**src/rtl/tiempo_base.sv**
```systemverilog
// tiempo_base: prescaled seconds/minutes/hours/day clock with pause, load and tick pulses
module tiempo_base #(
  parameter int CLK_HZ    = 50_000_000,
  parameter int ACCEL     = 60,
  parameter int HORAS_DIA = 24,
  parameter int DIA_W     = 8
) (
  input  logic             clk,
  input  logic             rst,
  input  logic             acelerar,
  input  logic             pausa,
  input  logic             cargar,
  input  logic [4:0]       hora_in,
  input  logic [5:0]       min_in,
  output logic [5:0]       seg,
  output logic [5:0]       minuto,
  output logic [4:0]       hora,
  output logic [DIA_W-1:0] dia,
  output logic             tick_seg,
  output logic             tick_min,
  output logic             tick_hora,
  output logic             led
);
  localparam int PW = CLK_HZ > 1 ? $clog2(CLK_HZ) : 1;
  localparam int LA = CLK_HZ / ACCEL > 1 ? CLK_HZ / ACCEL : 1;
  logic [PW-1:0] pre;
  logic [31:0] lim;
  logic fin, carga_ok, fin_seg, fin_min, fin_hora;
  always_comb begin
    lim      = acelerar ? 32'(LA) : 32'(CLK_HZ);
    fin      = 32'(pre) >= lim - 32'd1;
    carga_ok = cargar && 32'(hora_in) < 32'(HORAS_DIA) && min_in < 6'd60;
    fin_seg  = seg == 6'd59;
    fin_min  = minuto == 6'd59;
    fin_hora = hora == 5'(HORAS_DIA - 1);
  end
  always_ff @(posedge clk or negedge rst)
    if (!rst) begin
      pre <= '0;
      {seg, minuto, hora, dia} <= '0;
      {tick_seg, tick_min, tick_hora, led} <= '0;
    end else if (carga_ok) begin
      pre <= '0;
      seg <= '0;
      minuto <= min_in;
      hora <= hora_in;
      {tick_seg, tick_min, tick_hora} <= '0;
    end else if (pausa) begin
      {tick_seg, tick_min, tick_hora} <= '0;
    end else if (!fin) begin
      pre <= pre + 1'b1;
      {tick_seg, tick_min, tick_hora} <= '0;
    end else begin
      pre <= '0;
      tick_seg <= 1'b1;
      tick_min <= fin_seg;
      tick_hora <= fin_seg && fin_min;
      led <= ~led;
      seg <= fin_seg ? 6'd0 : seg + 6'd1;
      if (fin_seg) minuto <= fin_min ? 6'd0 : minuto + 6'd1;
      if (fin_seg && fin_min) hora <= fin_hora ? 5'd0 : hora + 5'd1;
      if (fin_seg && fin_min && fin_hora) dia <= dia + 1'b1;
    end
endmodule

```
**config.mk**
```make
export PLATFORM = sky130hd
export DESIGN_NAME = tiempo_base
export DESIGN_NICKNAME = d
export VERILOG_FILES = /design/src/rtl/tiempo_base.sv
export SDC_FILE = /design/constraint.sdc
export NUM_CORES = 1
export LEC_CHECK = 0
export CORE_ASPECT_RATIO = 0.7
export CORE_MARGIN = 10
export CORE_UTILIZATION = 45
export CTS_CLUSTER_DIAMETER = 40
export DETAILED_ROUTE_END_ITERATION = 12
export GPL_ROUTABILITY_DRIVEN = 0
export GPL_TIMING_DRIVEN = 0
export PLACE_DENSITY = 0.79
export SLEW_MARGIN = 20
export SYNTH_ARGS = -nofsm -noshare
export SYNTH_HDL_FRONTEND = slang
export SYNTH_SLANG_ARGS = --single-unit
```
**constraint.sdc**
```tcl
create_clock -name clk -period 4.3 [get_ports clk]
set_clock_uncertainty 0.05 [all_clocks]
set_input_delay 0.86 -clock clk [delete_from_list [all_inputs] [get_ports clk]]
set_output_delay 0.86 -clock clk [all_outputs]
set_load 0.05 [all_outputs]
```
* After elaboration in Yosys (flattened, before gate mapping)
Cells that the tools add are included.
** Storage, ports and cells
- Bits in registers :: 55
- Input port bits :: 16
- Word-level logic and storage cells :: 64
** Operators by class
- Add/subtract/negate cells :: 6
- $lt $le $gt $ge :: 3
- Eq/ne operators :: 4
- Muxes and demuxes :: 27
- Bitwise gates (word level) :: 3
- Reduce and logical (&&, ||, !) cells :: 12
** Operators by type and width (count)
- $mux W26 :: 4
- $mux W6 :: 9
- $ge A26 B32 Y1 :: 1
- $sub A26 B1 Y27 const B :: 1
- $add A26 B1 Y26 const B :: 1
- $mux W5 :: 5
- $add A6 B1 Y6 const B :: 2
- $eq A6 B6 Y1 const B :: 2
- $mux W1 :: 9
- $reduce_and A3 Y1 :: 3
- $add A8 B1 Y8 const B :: 1
- $lt A6 B6 Y1 const B :: 1
- $reduce_bool A2 Y1 :: 3
- $add A5 B1 Y5 const B :: 1
- $eq A5 B5 Y1 const B :: 1
- $lt A5 B5 Y1 const B :: 1
- $logic_and A1 B1 Y1 :: 4
- $reduce_and A4 Y1 :: 1
- $not A1 Y1 :: 3
- $ne A2 B1 Y1 const B :: 1
- $reduce_and A2 Y1 :: 1

* Logic depth before layout (Yosys ltp)
- Depth after elaboration :: 6
- Mapped depth :: 10
- Mapped depth without buffers :: 8

* Worst setup path before layout
OpenSTA, ideal clock, no wires.
- Path type :: in2reg
- Start point :: input acelerar
- End point :: register seg[3]
- Library setup time :: 0.123 ns
- Arrival time :: 2.653 ns
- Slack :: 1.474 ns
- Stages on the path :: 10
- Buffers on the path :: 2
- Path through :: inv_1 > ha_1 > a211oi_1 > a21oi_1 > a221o_1 > a2bb2oi_1 > buf_2 > buf_4 > nor3_1 > o221a_1
** Between the ends
- Word-level cells in the longest chain between the ends :: 5
** Ends and longest elaborated chain
- from (decl) :: line 10 : input logic acelerar,
- $mux W26 :: line 30 : lim = acelerar ? 32'(LA) : 32'(CLK_HZ);
- $sub A26 B1 Y27 :: line 31 : fin = 32'(pre) >= lim - 32'd1;
- $ge A26 B32 Y1 :: line 31
- $reduce_bool A2 Y1 (no line)
- $reduce_and A2 Y1 (no line)
- to (signal assigned) :: line 59 : seg <= fin_seg ? 6'd0 : seg + 6'd1;
- to (decl) :: line 15 : output logic [5:0] seg,
No other way between the ends.
A chain may end at the register's enable or synchronous reset.

* Worst setup path in the final report
- Start point :: input acelerar
- End point :: register pre[8]
** Between the ends
- Word-level cells in the longest chain between the ends :: 6
** Ends and longest elaborated chain
- $mux W26 :: line 30
- $sub A26 B1 Y27 :: line 31
- $ge A26 B32 Y1 :: line 31
- $mux W26 :: line 50 : end else if (!fin) begin
- $mux W26 :: line 48 : end else if (pausa) begin
- $mux W26 :: line 42 : end else if (carga_ok) begin
- to (signal assigned) :: line 51 : pre <= pre + 1'b1;
- to (decl) :: line 26 : logic [PW-1:0] pre;
No other way between the ends. The select of a mux whose other input is x is not followed.

==> impl_metrics.py <==
metrics = {
    "yosys": {
        "synthCells": 342,
        "yosysTopAreaCell": "dfrtp_1",
        "synth_seq_cells": 55,
        "yosys-top-cells-count": "dfrtp_1 (55), nor2_1 (38), xor2_1 (28), nand3_1 (25), nand2_1 (22)",
        "ys_seq_area_share_pct": 42.3,
        "syn_nets": 378,
        "netlist_area_sq_mm": 0.00325,
        "async_flop_share_pct": 100,
        "yosysWarningCount": 0,
        "syn_area_per_cell_sq_um": 9.51,
        "ys.flop_type": "dfrtp_1",
        "synth_area_leaders": "dfrtp_1 (42%), ha_1 (7.7%), xor2_1 (7.5%)",
        "synth_edf_count": 0,
        "synth_cell_types": 53,
        "synth.most_common_cell": "dfrtp_1",
        "netlist.area_leader.share_pct": 42.3,
    },
    "clock_network": {
        "path_clk_slew_ns": 0.09,
        "clk_latency_ns": 0.32,
        "cts.repair.resized": 0,
        "cts_max_path_buffers": 2,
        "cts_sinks": 55,
        "cts_hold_buf": 0,
        "cts-root-buf": "clkbuf_8",
        "htree_levels": 2,
        "postCtsSetupRepairBufs": 0,
        "tritoncts": "done",
        "cts_made_buffers": 5,
    },
    "run": {
        "drv_cap": 0,
    },
    "detailed_routing": {
        "drtIter0Drc": 140,
        "wl_per_cell_um": 16.6,
        "first_pass_iters": 4,
        "antenna_left": 0,
        "finalWirelength_um": 8080,
        "drc_errors": 0,
        "num_vias": 2845,
        "viasPerCell": 5.85,
    },
    "power_and_ir_drop": {
        "p_leak_nw": 1.70,
        "power.ir.vdd_worst_v": 0.000126,
        "power.density_mw_per_mm2": 269,
        "p_total_w": 0.00105,
    },
    "setup_path": {
        "end_kind": "register",
        "critPathArrivalTime_ns": 3.98,
        "crit_type": "input pin to register",
        "required_ns": 4.48,
        "path_max_fanout": 11,
        "startpoint_type": "input pin",
    },
    "timing": {
        "drv_slew": 0,
        "post-route-min-period_ns": 3.80,
        "max_freq_mhz": 263,
        "worst_pin_slew_ns": 0.847,
        "tns_ns": 0,
        "setup_viol": 0,
        "period_share_pct": 88.4,
        "rsz0062_at_grt": "no",
        "hold_violations": 0,
        "relSlewSlack_pct": 43.5,
    },
    "floorplanning": {
        "io_pins": 45,
        "die_area_sq_mm": 0.0111,
        "die_x_um": 122,
        "row_count": 25,
        "core_area_sq_mm": 0.00688,
        "start_util_pct": 47.3,
        "die_y_um": 91.1,
    },
    "placed_design": {
        "placed_cell_area_sq_mm": 0.00380,
        "io_buffers": 43,
        "place_hpwl_um": 5850,
    },
    "cells_and_area": {
        "stdcell_area_sq_mm": 0.00389,
        "layout-drive-gt1-share_pct": 5.87,
        "areaGrowthSynthToFinish_pct": 19.5,
        "n_antenna_cell": 0,
        "fin_util_pct": 56.5,
        "finish.net_count": 428,
    },
    "grt": {
        "grt_pass1_vias": 2702,
        "antenna_found_initial": 0,
        "grt_pass1_wl_um": 13600,
        "overflow": 0,
        "grt_max_degree": 56,
        "grt_use_total_pct": 14.8,
    },
    "outcome": {
        "run_status": "finished, final reports clean",
    },
    "hold_path": {
        "hp-class": "register to register",
    },
}
## layout by cell type (no fill, tap or decap), types with 2 or more instances in the layout
master	Yosys	routed
buf_4	1	2
buf_6	2	2
a31o_2	2	2
and2_1	2	2
nand2_1	22	22
o21ai_0	11	11
or4_1	5	5
nor4b_2	2	2
o211ai_1	2	2
xnor2_1	2	2
a31oi_1	14	14
clkdlybuf4s50_1	0	42
o221a_1	2	2
a211oi_1	2	2
nand4_1	18	18
a21oi_1	6	6
nor4_1	5	5
xor2_1	28	28
nand4b_1	2	2
o21ai_1	4	4
and4_1	4	4
o31ai_1	5	5
ha_1	20	20
clkbuf_1	11	11
inv_1	4	4
clkbuf_8	0	6
nor3b_1	2	2
nand2b_1	3	3
nand3_1	25	25
nor2_1	38	38
nor3_1	9	9
buf_2	3	3
dfrtp_1	55	55
and3_1	10	10
## path summary, 6_finish.rpt
| check | start | end | slack [ns] | depth (start not counted) |
|---|---|---|---|---|
| setup / recovery | acelerar | pre[8] | 0.50 | 11 |
| hold / removal | dia[7] | dia[7] | 0.43 | 1 |
| setup reg to reg | pre[6] | pre[8] | 1.66 | 9 |
| hold reg to reg | dia[7] | dia[7] | 0.43 | 1 |
| max in group asynchronous | rst | pre[8] | 3.20 | 1 |
| min in group asynchronous | rst | pre[22] | 0.52 | 1 |
## routing by layer
layer / vias up / wire, um / track usage (%)
li1: 1365 / - / -
met1: 1395 / 3820 / 21.0
met2: 81 / 3640 / 21.4
met3: 4 / 573 / 3.96
met4: 0 / 53 / 3.86
met5: - / 0 / 0
## power by group
part | switching [W] | internal (W)
logic | 0.000126 | 0.0000671
clock network | 0.000167 | 0.000127
registers | 0.0000250 | 0.000534
## layout make-up
| class | instances | area [sq um] |
|---|---|---|
| inverters | 5 | 18.8 |
| well taps | 94 | 118 |
| fillers | 587 | 3000 |
| repair buffers | 43 | 428 |
| flip-flops and latches | 55 | 1380 |
| plain buffers | 17 | 86.3 |
| clock inverters | 1 | 5.00 |
| clock buffers | 6 | 82.6 |
| multi-input cells | 265 | 1770 |
## sequential cells by signal, summed over array words and instances, names as in the netlist
| name | count |
|---|---|
| seg | 6 |
| tick_seg | 1 |
| led | 1 |
| dia | 8 |
| minuto | 6 |
| pre | 26 |
| tick_min | 1 |
| hora | 5 |
| tick_hora | 1 |
## through the flow
step / hold WS (ns) / setup WS (ns) / cells
3_3_place_gp: 0.409 / 0.185 / 479
3_5_place_dp: 0.415 / 0.197 / 479
5_1_grt: 0.440 / 0.328 / 486
2_1_floorplan: 0.456 / 1.47 / 342
4_1_cts: 0.428 / 0.525 / 486
6_report: 0.425 / 0.497 / 486
## worst max-delay path: stages
cell and delay [ns]:
clkdlybuf4s50_1 0.76, inv_1 0.25, ha_1 0.38, a211oi_1 0.24, a21oi_1 0.10, a221o_1 0.31
a2bb2oi_1 0.22, buf_2 0.26, buf_2 0.28, nand3_1 0.12, a31oi_1 0.19
## logic make-up (layout without fill, tap and decap cells)
logic type               count (synthesis)  count (layout)  synth area share [%]
XOR/XNOR                                30              30                  8.08
multiplexers                             1               1                 0.346
buffers and inverters                   22              72                  3.23
flip-flops                              55              55                  42.3
AO/OA/AOI/OAI                           56              56                  11.4
AND/OR/NAND/NOR                        158             158                  26.9
adder cells (fa/ha/maj)                 20              20                  7.69
Power figures use the tool's default switching activity.
